===== config.mk =====
export PLATFORM = sky130hd
export DESIGN_NAME = imem_prog
export DESIGN_NICKNAME = d
export VERILOG_FILES = /design/src/rtl/imem_pkg.sv /design/src/rtl/imem_prog_array.sv /design/src/rtl/imem_prog.sv
export SDC_FILE = /design/constraint.sdc
export NUM_CORES = 1
export LEC_CHECK = 0
export ABC_AREA = 0
export BUFFER_PORTS_ARGS = -buffer_cell sky130_fd_sc_hd__buf_4
export CORE_ASPECT_RATIO = 2
export CORE_MARGIN = 2
export CORE_UTILIZATION = 61
export DETAILED_ROUTE_END_ITERATION = 6
export HOLD_SLACK_MARGIN = 0.03
export PLACE_DENSITY = 0.78
export SLEW_MARGIN = 20
export SYNTH_ARGS = -nofsm -noshare
export SYNTH_HDL_FRONTEND = slang
export SYNTH_HIERARCHICAL = 1
export SYNTH_SLANG_ARGS = --single-unit

===== constraint.sdc =====
create_clock -name clk -period 2.7 [get_ports clk]
set_input_delay 0.54 -clock clk [delete_from_list [all_inputs] [get_ports clk]]
set_output_delay 0.54 -clock clk [all_outputs]
set_load 0.005 [all_outputs]

===== src/rtl/imem_pkg.sv =====
// Shared types and constants for the loadable instruction memory.
// Latency: n/a (declarations only).
// Backpressure: n/a.
//
// Contents: FSM state enum, NOP word, default parameter values and a
// helper to size storage indices.
package imem_pkg;

  localparam int DEF_DATA_W = 8;
  localparam int DEF_ADDR_W = 8;
  localparam int DEF_DEPTH  = 32;

  // NOP is all zeros; held wide so any DATA_W can take a slice of it.
  localparam int                    MAX_DATA_W = 256;
  localparam logic [MAX_DATA_W-1:0] NOP_WORD   = '0;

  typedef enum logic [1:0] {
    IDLE = 2'd0,
    LOAD = 2'd1,
    RUN  = 2'd2
  } state_t;

  // Storage index width; at least one bit so a depth-1 array still has an index.
  function automatic int idx_w(input int depth);
    return (depth > 1) ? $clog2(depth) : 1;
  endfunction

endpackage


===== src/rtl/imem_prog_array.sv =====
// Instruction storage: synchronous write port, registered read port.
// Latency: read data (and parity flag) one cycle after re.
// Backpressure: none; one write and one read accepted every cycle.
//
// Ports: clk, rst_n; we/waddr/wdata write port; re/raddr read request;
// rdata registered read data (NOP when re was low); parity_err only with
// IMEM_PROG_PARITY_EN (stored even-parity bit disagrees with read word).
module imem_prog_array
  import imem_pkg::*;
#(
  parameter int DATA_W = DEF_DATA_W,
  parameter int DEPTH  = DEF_DEPTH,
  parameter int IDX_W  = idx_w(DEF_DEPTH)
) (
  input  logic              clk,
  input  logic              rst_n,
  input  logic              we,
  input  logic [IDX_W-1:0]  waddr,
  input  logic [DATA_W-1:0] wdata,
  input  logic              re,
  input  logic [IDX_W-1:0]  raddr,
  output logic [DATA_W-1:0] rdata
`ifdef IMEM_PROG_PARITY_EN
  ,
  output logic              parity_err
`endif
);

  // Storage is deliberately not reset: a reset must not erase a program.
  logic [DATA_W-1:0] mem [DEPTH];

  always_ff @(posedge clk) begin
    if (we) mem[waddr] <= wdata;
  end

  // Read register is reset so the fetch port comes out of reset as NOP;
  // a cycle without a valid read also loads NOP.
  always_ff @(posedge clk or negedge rst_n) begin
    if (!rst_n) rdata <= '0;
    else        rdata <= re ? mem[raddr] : NOP_WORD[DATA_W-1:0];
  end

`ifdef IMEM_PROG_PARITY_EN
  // Even parity: data bits plus parity bit hold an even number of ones.
  logic mem_par [DEPTH];

  always_ff @(posedge clk) begin
    if (we) mem_par[waddr] <= ^wdata;
  end

  always_ff @(posedge clk or negedge rst_n) begin
    if (!rst_n) parity_err <= 1'b0;
    else        parity_err <= re && ((^mem[raddr]) != mem_par[raddr]);
  end
`endif

endmodule


===== src/rtl/imem_prog.sv =====
// Run-time loadable instruction memory with a registered fetch port.
// Latency: fetch response one cycle after fetch_req; one fetch per cycle.
// Backpressure: load_ready high only in LOAD; fetch port never stalls.
//
// Ports: clk, rst_n (async, active low); load_start/load_valid/load_data/
// load_last/load_ready/load_done program load side; fetch_req/fetch_addr
// request and fetch_valid/instruction/fetch_err response. parity_err exists
// only when IMEM_PROG_PARITY_EN is defined. Requires DEPTH <= 2**ADDR_W.
module imem_prog
  import imem_pkg::*;
#(
  parameter int DATA_W = DEF_DATA_W,
  parameter int ADDR_W = DEF_ADDR_W,
  parameter int DEPTH  = DEF_DEPTH
) (
  input  logic              clk,
  input  logic              rst_n,
  input  logic              load_start,
  input  logic              load_valid,
  input  logic [DATA_W-1:0] load_data,
  input  logic              load_last,
  output logic              load_ready,
  output logic              load_done,
  input  logic              fetch_req,
  input  logic [ADDR_W-1:0] fetch_addr,
  output logic              fetch_valid,
  output logic [DATA_W-1:0] instruction,
  output logic              fetch_err
`ifdef IMEM_PROG_PARITY_EN
  ,
  output logic              parity_err
`endif
);

  localparam int IDX_W = idx_w(DEPTH);
  // One spare bit: wptr steps to DEPTH after the final word and never wraps.
  localparam int PTR_W = IDX_W + 1;
  localparam logic [PTR_W-1:0] LAST_PTR  = PTR_W'(DEPTH - 1);
  localparam logic [ADDR_W:0]  DEPTH_LIM = (ADDR_W + 1)'(DEPTH);

  state_t           state;
  logic [PTR_W-1:0] wptr;

  logic in_range;
  logic rd_en;
  logic wr_en;

  assign in_range = {1'b0, fetch_addr} < DEPTH_LIM;
  // Only RUN serves real data; the state sampled here is the pre-edge state,
  // so a fetch coinciding with load_start in RUN still reads the old program.
  assign rd_en    = fetch_req && (state == RUN) && in_range;
  // load_start wins over a word offered in the same cycle: the restart
  // drops that word rather than writing it at the old pointer.
  assign wr_en    = load_valid && load_ready && !load_start;

  always_ff @(posedge clk or negedge rst_n) begin
    if (!rst_n) begin
      state       <= IDLE;
      wptr        <= '0;
      load_ready  <= 1'b0;
      load_done   <= 1'b0;
      fetch_valid <= 1'b0;
      fetch_err   <= 1'b0;
    end else begin
      fetch_valid <= fetch_req;
      fetch_err   <= fetch_req && !rd_en;

      case (state)
        IDLE: begin
          if (load_start) begin
            state      <= LOAD;
            wptr       <= '0;
            load_ready <= 1'b1;
          end
        end
        LOAD: begin
          if (load_start) begin
            wptr <= '0;
          end else if (load_valid) begin
            wptr <= wptr + 1'b1;
            if (load_last || (wptr == LAST_PTR)) begin
              state      <= RUN;
              load_ready <= 1'b0;
              load_done  <= 1'b1;
            end
          end
        end
        RUN: begin
          if (load_start) begin
            state      <= LOAD;
            wptr       <= '0;
            load_ready <= 1'b1;
            load_done  <= 1'b0;
          end
        end
        default: begin
          state      <= IDLE;
          load_ready <= 1'b0;
          load_done  <= 1'b0;
        end
      endcase
    end
  end

  // Array read register yields NOP for error responses, so instruction is
  // driven straight from it.
  imem_prog_array #(
    .DATA_W (DATA_W),
    .DEPTH  (DEPTH),
    .IDX_W  (IDX_W)
  ) u_array (
    .clk        (clk),
    .rst_n      (rst_n),
    .we         (wr_en),
    .waddr      (wptr[IDX_W-1:0]),
    .wdata      (load_data),
    .re         (rd_en),
    .raddr      (fetch_addr[IDX_W-1:0]),
    .rdata      (instruction)
`ifdef IMEM_PROG_PARITY_EN
    ,
    .parity_err (parity_err)
`endif
  );

endmodule


==> metrics.md, run 1 <==
| Metric | Value |
|---|---|
| Final Net Count | `623` |
| Crit path kind | `flop to flop` |
| Critical path arrival | `2.42 ns` |
| Clock-pin slew on the worst setup and hold paths | `0.07 ns` |
| Post-synth top flop | `edfxtp_1` |
| Post-DR vias/cell | `6.554` |
| Die ar. | `about 19000 µm²` |
| Fill cells | `1063` |
| CP Capture Type | `flop` |
| Cells after Synth | `520` |
| Count leader, synth | `edfxtp_1` |
| CTS Sinks | `between 200 and 300` |
| DR iter-0 viols | `442` |
| Endpoints failing hold | `0` |
| Vert. Die Dim | `192.8 µm` |
| DP Cell Count | `roughly 800` |
| Finished Core Util | `70.13%` |
| Share of cells above drive strength 1 | `roughly a third` |
| Post-synthesis sequential area ratio | `75.33%` |
| ANT cells | `0` |
| First-pass DRT Iterations | `5` |
| Max FO, Critical Path | `8` |
| Cts bufs inserted | `23` |
| DRC | `0` |
| Yosys top cell area share | `70.73%` |
| Minimum clock period | `about 2.2 ns` |
| PortBufs | `33` |
| Post-synth net total | `543` |
| Number of global-route vias before repair | `5565` |
| GRT overflow | `0` |
| F_max | `between 400 and 500 MHz` |
| Initial antenna violation count | `0` |
| CTS H-tree depth | `1` |
| Final worst path period share | `81.58%` |
| Worst slack at placement | `approximately 0.30 ns` |
| Logic pwr share | `5.1%` |
| Clock latency at the later pin of the worst-skew pair | `0.51 ns` |
| Clock root cell | `clkbuf_16` |
| Setup ws final | `0.4974 ns` |
| Gpl congestion | `around 0.8` |
| Die width | `98.39 µm` |
| Dominant cell type by area after synthesis | `edfxtp_1` |
| EDFF count, synth | `256` |
| CORE AREA | `17610 µm²` |
| Final slew viol count | `0` |
| Fin cells | `a little over 800` |
| Synthesized flop and latch total | `276` |
| Synth Cell Area | `around 11000 µm²` |
| PwrDens | `677.8 nW/µm²` |
| Post-synth ARST share | `7.246%` |
| Psw | `1.637 mW` |
| Worst VDD drop | `0.0006109 V` |
| RSZ-0062 raised after global routing | `no` |
| Dpl hpwl | `14.19 mm` |
| TritonCTS clock tree | `yes` |
| Min Hold Slack | `between 0.15 and 0.2 ns` |
| CP Launch Type | `flop` |
| CP required | `roughly 2.9 ns` |
| Number of gates resized after cts | `0` |
| Worst Tran Pin Value | `approximately 0.6 ns` |
| Syn avg cell area | `20.90 µm²` |
| Hold Path Class | `input port to flop` |
| IO Pins | `34` |
| Largest net degree at the start of global routing | `33` |
| Skew final | `between 0.01 and 0.015 ns` |
| Switching Share | `19.55%` |
| Synth cell count leaders | `edfxtp_1, mux4_2, nor2_1, dfrtp_1, mux2_2` |
| Clk pwr share | `38.6%` |
| Drt total wl | `22.37 mm` |
| Postcts setup bufs | `0` |
| Ys Warns | `6` |
| GRT Total Usage | `between 20% and 30%` |
| Initial Util | `61.71%` |
| Lkg Pwr | `approximately 4.1 nW` |
| Area Growth Syn to Fin | `13.64%` |
| Clk buf depth | `3` |
| Endpoints failing setup | `0` |
| Max_cap viols | `0` |
| Num rows | `69` |
| Synth area leaders | `edfxtp_1, mux4_2, dfrtp_1` |
| Slew HR | `60.10%` |
| Global-route wire length before repair | `between 30 and 40 mm` |
| Vias | `5427` |
| Post-synthesis cell type count | `between 40 and 50` |
| Int Pwr | `6.736 mW` |
| Setup TNS | `0 ns` |
| Sequential power share | `56.3%` |
| Status | `finished, final reports clean` |
| WL per Instance | `~27 µm` |
| ANT nets after route | `0` |
[power by group through the flow]
stage | clock network [mW] | logic [mW] | registers (mW)
3_5_place_dp | 0 | 0.432 | 4.81
2_1_floorplan | 0 | 0.255 | 4.80
3_3_place_gp | 0 | 0.421 | 4.80
5_1_grt | 3.46 | 0.462 | 4.71
4_1_cts | 3.29 | 0.435 | 4.71
6_report | 3.23 | 0.429 | 4.71
[layout by cell type (no fill, tap or decap), drive strengths merged, types with 3 or more instances in the layout]
cell / count
inv: 3
clkinv: 8
nor2: 35
o21ai: 3
nand2b: 5
a22o: 3
edfxtp: 256
o221ai: 8
nand3: 4
nand3b: 5
nor2b: 3
mux2i: 7
mux4: 64
or2: 6
mux2: 20
o31ai: 3
a31oi: 8
a22oi: 8
buf: 81
clkbuf: 28
or3b: 3
dfrtp: 20
nor3b: 3
nand2: 9
bufinv: 3
[worst max-delay path, cell delays in order (launching register included)]
cell and delay [ns]:
dfrtp_1 0.38, inv_1 0.08, nor3b_1 0.40, or3b_2 0.67, nor2_1 0.20, buf_4 0.19
[metrics by stage]
| step | area [µm²] | power, mW |
|---|---|---|
| after floorplan | 10870 | 5.053 |
| after global placement | 11610 | 5.226 |
| after detailed placement | 11610 | 5.237 |
| after CTS | 12350 | 8.434 |
| after global routing | 12350 | 8.631 |
| final | 12350 | 8.373 |
[worst paths after layout]
kind / depth (start not counted) / slack [ns] / end / startpoint
max: 5 / 0.50 / u_array/mem[20][7] / load_ready
max reg2reg: 5 / 0.50 / u_array/mem[20][7] / load_ready
max in group asynchronous: 2 / 1.94 / wptr[4] / rst_n
min in group asynchronous: 2 / 0.49 / u_array/rdata[7] / rst_n
min: 1 / 0.16 / fetch_valid / fetch_req
min reg2reg: 2 / 0.53 / load_done / load_done
[flip-flops by register name, indices dropped and copies added (netlist names)]
register / flops
u_array/mem: 256
u_array/rdata: 8
wptr: 6
state: 2
fetch_err: 1
fetch_valid: 1
load_done: 1
load_ready: 1
[layer usage]
metal / GRT usage [%] / vias up / share of wire, % / wire length (µm)
met5: 0 / - / 0 / 0
met4: 8.693 / 0 / 3.4 / 751
met3: 3.441 / 50 / 6.7 / 1498
met2: 42.62 / 253 / 54 / 12000
met1: 31.72 / 2812 / 36 / 8119
li1: - / 2312 / - / -
[cell type report]
class,count,area (µm²),area share (%)
well taps,213,266.5,2.158
flip-flops and latches,276,8188,66.29
multi-input cells,215,2494,20.19
clock inverters,12,133.9,1.084
inverters,2,7.507,0.06078
repair buffers,82,668.1,5.409
clock buffers,28,594.3,4.812
[cells by family (layout without fill, tap and decap cells)]
| group | after synthesis | after routing | share of synthesized area (%) |
|---|---|---|---|
| flip-flops | 276 | 276 | 75.33 |
| multiplexers | 91 | 91 | 15.98 |
| AND/OR/NAND/NOR | 83 | 83 | 4.006 |
| AO/OA/AOI/OAI | 40 | 40 | 2.786 |
| buffers and inverters | 29 | 124 | 1.784 |
| adder cells (fa/ha/maj) | 1 | 1 | 0.1151 |
[what timing repair did]
action	in CTS	in global routing
hold endpoints to repair	20	0
endpoints found under the setup margin	0	0
hold buffers	1	0
Note: power is estimated with default switching activity, not from simulation.
==> inputs of run 2 (changes only) <==
- CORE_UTILIZATION: 61 -> 55
- PLACE_DENSITY: 0.78 -> 0.75
- clock period: 2.7 -> 1.8 ns (I/O delays scaled with it)
==> run 2 against run 1 <==
Net effect: fmax is 26% higher; critical path depth is 1 lower; routed wire length grew 2.0%; sequential cell count unchanged; total power grew 55%; register-to-register slack worse by 0.45 ns; die area increased by 11%; clock power is 59% higher; worst setup slack lost 0.45 ns; sequential power rose by 50%; highest routed layer unchanged.
==> metrics.md, run 2 (same netlist as run 1, synthesis figures left out) <==
| Metric | Value |
|---|---|
| PortBufs | `33` |
| CP Launch Type | `flop` |
| Vert. Die Dim | `approximately 200 µm` |
| Max FFs per register | `256` |
| Area Growth Syn to Fin | `17.45%` |
| Most frequent cells in the layout | `edfxtp_1, buf_4, mux4_2` |
| Clock latency at the later pin of the worst-skew pair | `between 0.5 and 0.6 ns` |
| ANT cells | `0` |
| Critical path arrival | `around 1.9 ns` |
| Drt total wl | `22.82 mm` |
| Minimum clock period | `1.754 ns` |
| DP Cell Count | `842` |
| First-pass DRT Iterations | `5` |
| R2r setup slk | `0.05 ns` |
| Commonest non-fill, non-tap cell in the layout | `edfxtp_1` |
| Setup ws final | `~0.046 ns` |
| Global-route wire length before repair | `around 34 mm` |
| Slew HR | `64.94%` |
| GRT overflow | `0` |
| Initial Util | `56.12%` |
| TritonCTS clock tree | `yes` |
| GRT Total Usage | `23.11%` |
| Setup TNS | `0 ns` |
| Dpl hpwl | `15.48 mm` |
| Worst slack at placement | `-0.1633 ns` |
| Skew final | `0.009628 ns` |
| Clk buf depth | `3` |
| Final Net Count | `636` |
| Num rows | `72` |
| Vias | `5418` |
| Clock root cell | `clkbuf_16` |
| DR iter-0 viols | `approximately 480` |
| Finished Core Util | `65.91%` |
| Reg2reg start | `load_ready` |
| Worst hold endpoint | `u_array/rdata[3]` |
| F_max | `between 500 and 600 MHz` |
| DRC | `0` |
| Reg2Reg Depth | `4` |
| RSZ-0062 raised after global routing | `no` |
| CP required | `1.99 ns` |
| CP Capture Type | `flop` |
| Hold path start | `fetch_addr[4]` |
| Endpoints failing setup | `0` |
| Crit path kind | `flop to flop` |
| Die width | `103.4 µm` |
| Share of cells above drive strength 1 | `38.16%` |
| Number of global-route vias before repair | `5648` |
| CORE AREA | `19370 µm²` |
| Top reg by flops | `u_array/mem` |
| Number of gates resized after cts | `0` |
| Endpoints failing hold | `0` |
| Post-DR vias/cell | `6.101` |
| PwrDens | `1014 nW/µm²` |
| Worst Tran Pin Value | `0.5259 ns` |
| RR Endpoint | `u_array/mem[24][0]` |
| Initial antenna violation count | `0` |
| Largest net degree at the start of global routing | `33` |
| Max_cap viols | `0` |
| Fin cells | `888` |
| IO Pins | `34` |
| Hold Path Class | `input port to flop` |
| Die ar. | `between 20000 and 25000 µm²` |
| WL per Instance | `25.70 µm` |
| Final slew viol count | `0` |
| Cts bufs inserted | `22` |
| Biggest regs | `u_array/mem: 256 flops, u_array/rdata: 8 flops, wptr: 6 flops` |
| Worst hold stages | `2` |
| Status | `finished, final reports clean` |
| Lkg Pwr | `around 4.2 nW` |
| Worst VDD drop | `0.0008012 V` |
| ANT nets after route | `0` |
| Clock-pin slew on the worst setup and hold paths | `~0.07 ns` |
| CTS H-tree depth | `1` |
| Final worst path period share | `97.45%` |
| CTS Sinks | `276` |
| Gpl congestion | `0.9273` |
| Max FO, Critical Path | `8` |
==> run 2: critical path, cell delays in order (launching register included) <==
cell     delay, ns
dfrtp_1       0.35
inv_1         0.08
nor3b_4       0.17
or3b_4        0.54
nor2_4        0.29
==> run 2: through the flow <==
stage / power [mW] / hold WS [ns] / cell area (µm²)
after floorplan: 7.600 / 0.06441 / 10970
after global placement: 7.908 / 0.2551 / 11880
after detailed placement: 7.928 / 0.2579 / 11880
after CTS: 13.04 / 0.07961 / 12690
after global routing: 13.31 / 0.09651 / 12770
final: 12.94 / 0.1025 / 12770
==> run 2: cell type report <==
type	count	area [µm²]
flip-flops and latches	276	8188
fillers	1210	6603
multi-input cells	215	2561
repair buffers	96	900.9
clock buffers	26	596.8
well taps	259	324.1
clock inverters	14	187.7
inverters	2	7.507
==> run 2: timing repair <==
action,4_1_cts,5_1_grt
setup endpoints to repair,0,28
hold buffers,2,0
hold endpoints to repair,21,0
setup buffers,0,4
==> run 2: how the worst max path moves through the flow <==
| stage | startpoint | endpoint | slack [ns] | depth (start not counted) |
|---|---|---|---|---|
| finish | load_ready | u_array/mem[24][0] | 0.05 | 4 |
| global route | load_ready | u_array/mem[24][7] | 0.006 | 4 |
| CTS | load_ready | u_array/mem[4][5] | 0.01 | 4 |
| detailed placement | fetch_addr[1] | u_array/rdata[2] | -0.16 | 6 |
| global placement | fetch_addr[1] | u_array/rdata[5] | -0.16 | 6 |
| floorplan | fetch_addr[1] | u_array/rdata[0] | 0.02 | 6 |
==> run 2: per-layer routing <==
layer / part of all wire (%) / GRT usage [%]
met1: 33 / 27.38
met2: 55 / 39.82
met3: 5.0 / 2.857
met4: 6.6 / 12.97
met5: 0 / 0
==> run 2: power by group <==
part	switching [mW]	internal, mW
Combinational	0.401	0.342
Sequential	0.0214	7.03
Clock	2.16	2.98
Total	2.58	10.4
==> inputs of run 3 (changes only) <==
- PLACE_DENSITY: 0.75 -> 0.77
==> run 3 against run 2 <==
Net effect: core utilization shrank 0.10 points; clock skew rose by 0.0019 ns; clock power is 3% lower; worst hold slack gained 0.0062 ns; sequential share of layout area increased by 0.10 points; critical path type unchanged; final cell count rose by 0.68%; worst setup slack worse by 0.040 ns; sequential power about the same; via count increased by 0.42%; sequential cell count stayed put; critical path depth stayed put; total power shrank 1.2%.
==> metrics.md, run 3 (same netlist as run 1, synthesis figures left out) <==
| Metric | Value |
|---|---|
| Max FO, Critical Path | `8` |
| First-pass DRT Iterations | `7` |
| Area Growth Syn to Fin | `17.27%` |
| Gpl congestion | `~0.86` |
| Final Net Count | `around 640` |
| Dpl hpwl | `16.05 mm` |
| Skew final | `0.01150 ns` |
| Lkg Pwr | `4.204 nW` |
| Post-DR vias/cell | `6.086` |
| Clock latency at the later pin of the worst-skew pair | `0.53 ns` |
| Finished Core Util | `65.81%` |
| Max FFs per register | `256` |
| Worst Tran Pin Value | `0.5959 ns` |
| Global-route wire length before repair | `35.17 mm` |
| Drt total wl | `23.33 mm` |
| F_max | `557.5 MHz` |
| Initial Util | `roughly 56%` |
| Min Hold Slack | `0.1086 ns` |
| CTS Sinks | `276` |
| Largest net degree at the start of global routing | `33` |
| CP Launch Type | `flop` |
| Final slew viol count | `0` |
| PwrDens | `1003 nW/µm²` |
| CP required | `2.00 ns` |
| Clock root cell | `clkbuf_16` |
| Top reg by flops | `u_array/mem` |
| Critical path arrival | `between 1.5 and 2 ns` |
| CP max stage delay | `around 0.55 ns` |
| RSZ-0062 raised after global routing | `yes` |
| Final worst path period share | `99.65%` |
| Total power | `12.78 mW` |
| WL per Instance | `roughly 26 µm` |
| Setup TNS | `0 ns` |
| Commonest non-fill, non-tap cell in the layout | `edfxtp_1` |
| Clock-pin slew on the worst setup and hold paths | `0.07 ns` |
| Clk buf depth | `3` |
| IO Pins | `34` |
| Vias | `5441` |
| Minimum clock period | `~1.8 ns` |
| Crit path kind | `flop to flop` |
| DR iter-0 viols | `440` |
| Initial antenna violation count | `0` |
| Num rows | `72` |
| ANT nets after route | `0` |
| Endpoints failing hold | `0` |
| Max_cap viols | `0` |
| Share of cells above drive strength 1 | `38.27%` |
| CORE AREA | `19370 µm²` |
| Status | `finished, final reports clean` |
| Placed inst area | `11880 µm²` |
| Cts bufs inserted | `22` |
| Die width | `103.4 µm` |
| GRT Total Usage | `23.75%` |
| Endpoints failing setup | `0` |
| Worst VDD drop | `between 0.0007 and 0.0008 V` |
| Die ar. | `between 20000 and 25000 µm²` |
| Biggest regs | `u_array/mem: 256 flops, u_array/rdata: 8 flops, wptr: 6 flops` |
| PortBufs | `33` |
| GRT overflow | `0` |
| Slowest-stage cell, CP | `or3b_4` |
| Most frequent cells in the layout | `edfxtp_1, buf_4, mux4_2` |
| ANT cells | `0` |
| TritonCTS clock tree | `yes` |
| Slew HR | `60.28%` |
| Number of global-route vias before repair | `5855` |
| CP Capture Type | `flop` |
| Worst path cell trace | `inv_2 > nor3b_4 > or3b_4 > nor2_4` |
| Vert. Die Dim | `202.8 µm` |
| CTS H-tree depth | `1` |
| Cell area after layout | `12750 µm²` |
| Hold Path Class | `input port to flop` |
| DRC | `0` |
-- run 3: cell types whose count changed in the layout (fill, tap and decap cells not counted) --
cell,previous run,this run
buf_4,80,89
clkbuf_1,2,5
inv_2,0,1
clkbuf_16,23,24
bufinv_16,4,2
clkbuf_8,1,2
clkinvlp_4,1,2
buf_12,14,11
clkinv_1,0,1
inv_6,2,1
clkinv_2,5,1
inv_1,2,1
-- run 3: through the flow --
stage	cells	setup slack, ns
after detailed placement	847	-0.1754
final	894	0.006377
after global routing	894	-0.05249
after floorplan	520	0.02225
after global placement	847	-0.1843
after CTS	891	0.0006233
-- run 3: final timing paths --
kind | startpoint | endpoint | slack (ns) | depth (start not counted)
worst max-delay path | load_ready | u_array/mem[4][5] | 0.006 | 4
worst min-delay path | fetch_addr[4] | u_array/rdata[3] | 0.11 | 2
worst max register to register | load_ready | u_array/mem[4][5] | 0.006 | 4
worst min register to register | load_done | load_done | 0.54 | 2
max in group asynchronous | rst_n | u_array/rdata[7] | 1.30 | 2
min in group asynchronous | rst_n | load_ready | 0.27 | 2
-- run 3: layout make-up --
class | count | area (µm²)
Sequential cell | 276 | 8188
Fill cell | 1200 | 6623
Multi-Input combinational cell | 215 | 2561
Timing Repair Buffer | 102 | 908.4
Clock buffer | 31 | 646.9
Tap cell | 259 | 324.1
Clock inverter | 9 | 110.1
Inverter | 2 | 7.507
-- run 3: repair_timing --
item | CTS | global route
resized for setup | 0 | 1
pin swaps | 2 | 3
endpoints found under the setup margin | 7 | 64
endpoints found under the hold margin | 21 | 0
buffers inserted | 2 | 3
hold buffers | 2 | 0
-- run 3: power by group --
| part | internal (mW) | switching, mW | leakage, nW |
|---|---|---|---|
| clock network | 2.82 | 2.15 | 0.363 |
| logic | 0.345 | 0.405 | 1.27 |
| registers | 7.03 | 0.0210 | 2.57 |
| total | 10.2 | 2.58 | 4.20 |
-- run 3: critical path: cells and delay by family, from the launching register on --
family / cells / cell delay, ns
simple gates: 3 / 1.03
flops: 1 / 0.38
buf+inv: 1 / 0.06
-- run 3: routing by layer --
layer  track usage (%)  vias to the layer above  part of all wire [%]
met5                 0                        -                     0
met4             12.78                        0                   5.7
met3             2.719                       70                   4.4
met2             42.97                      197                    57
met1             26.36                     2829                    33
li1                  -                     2345                     -
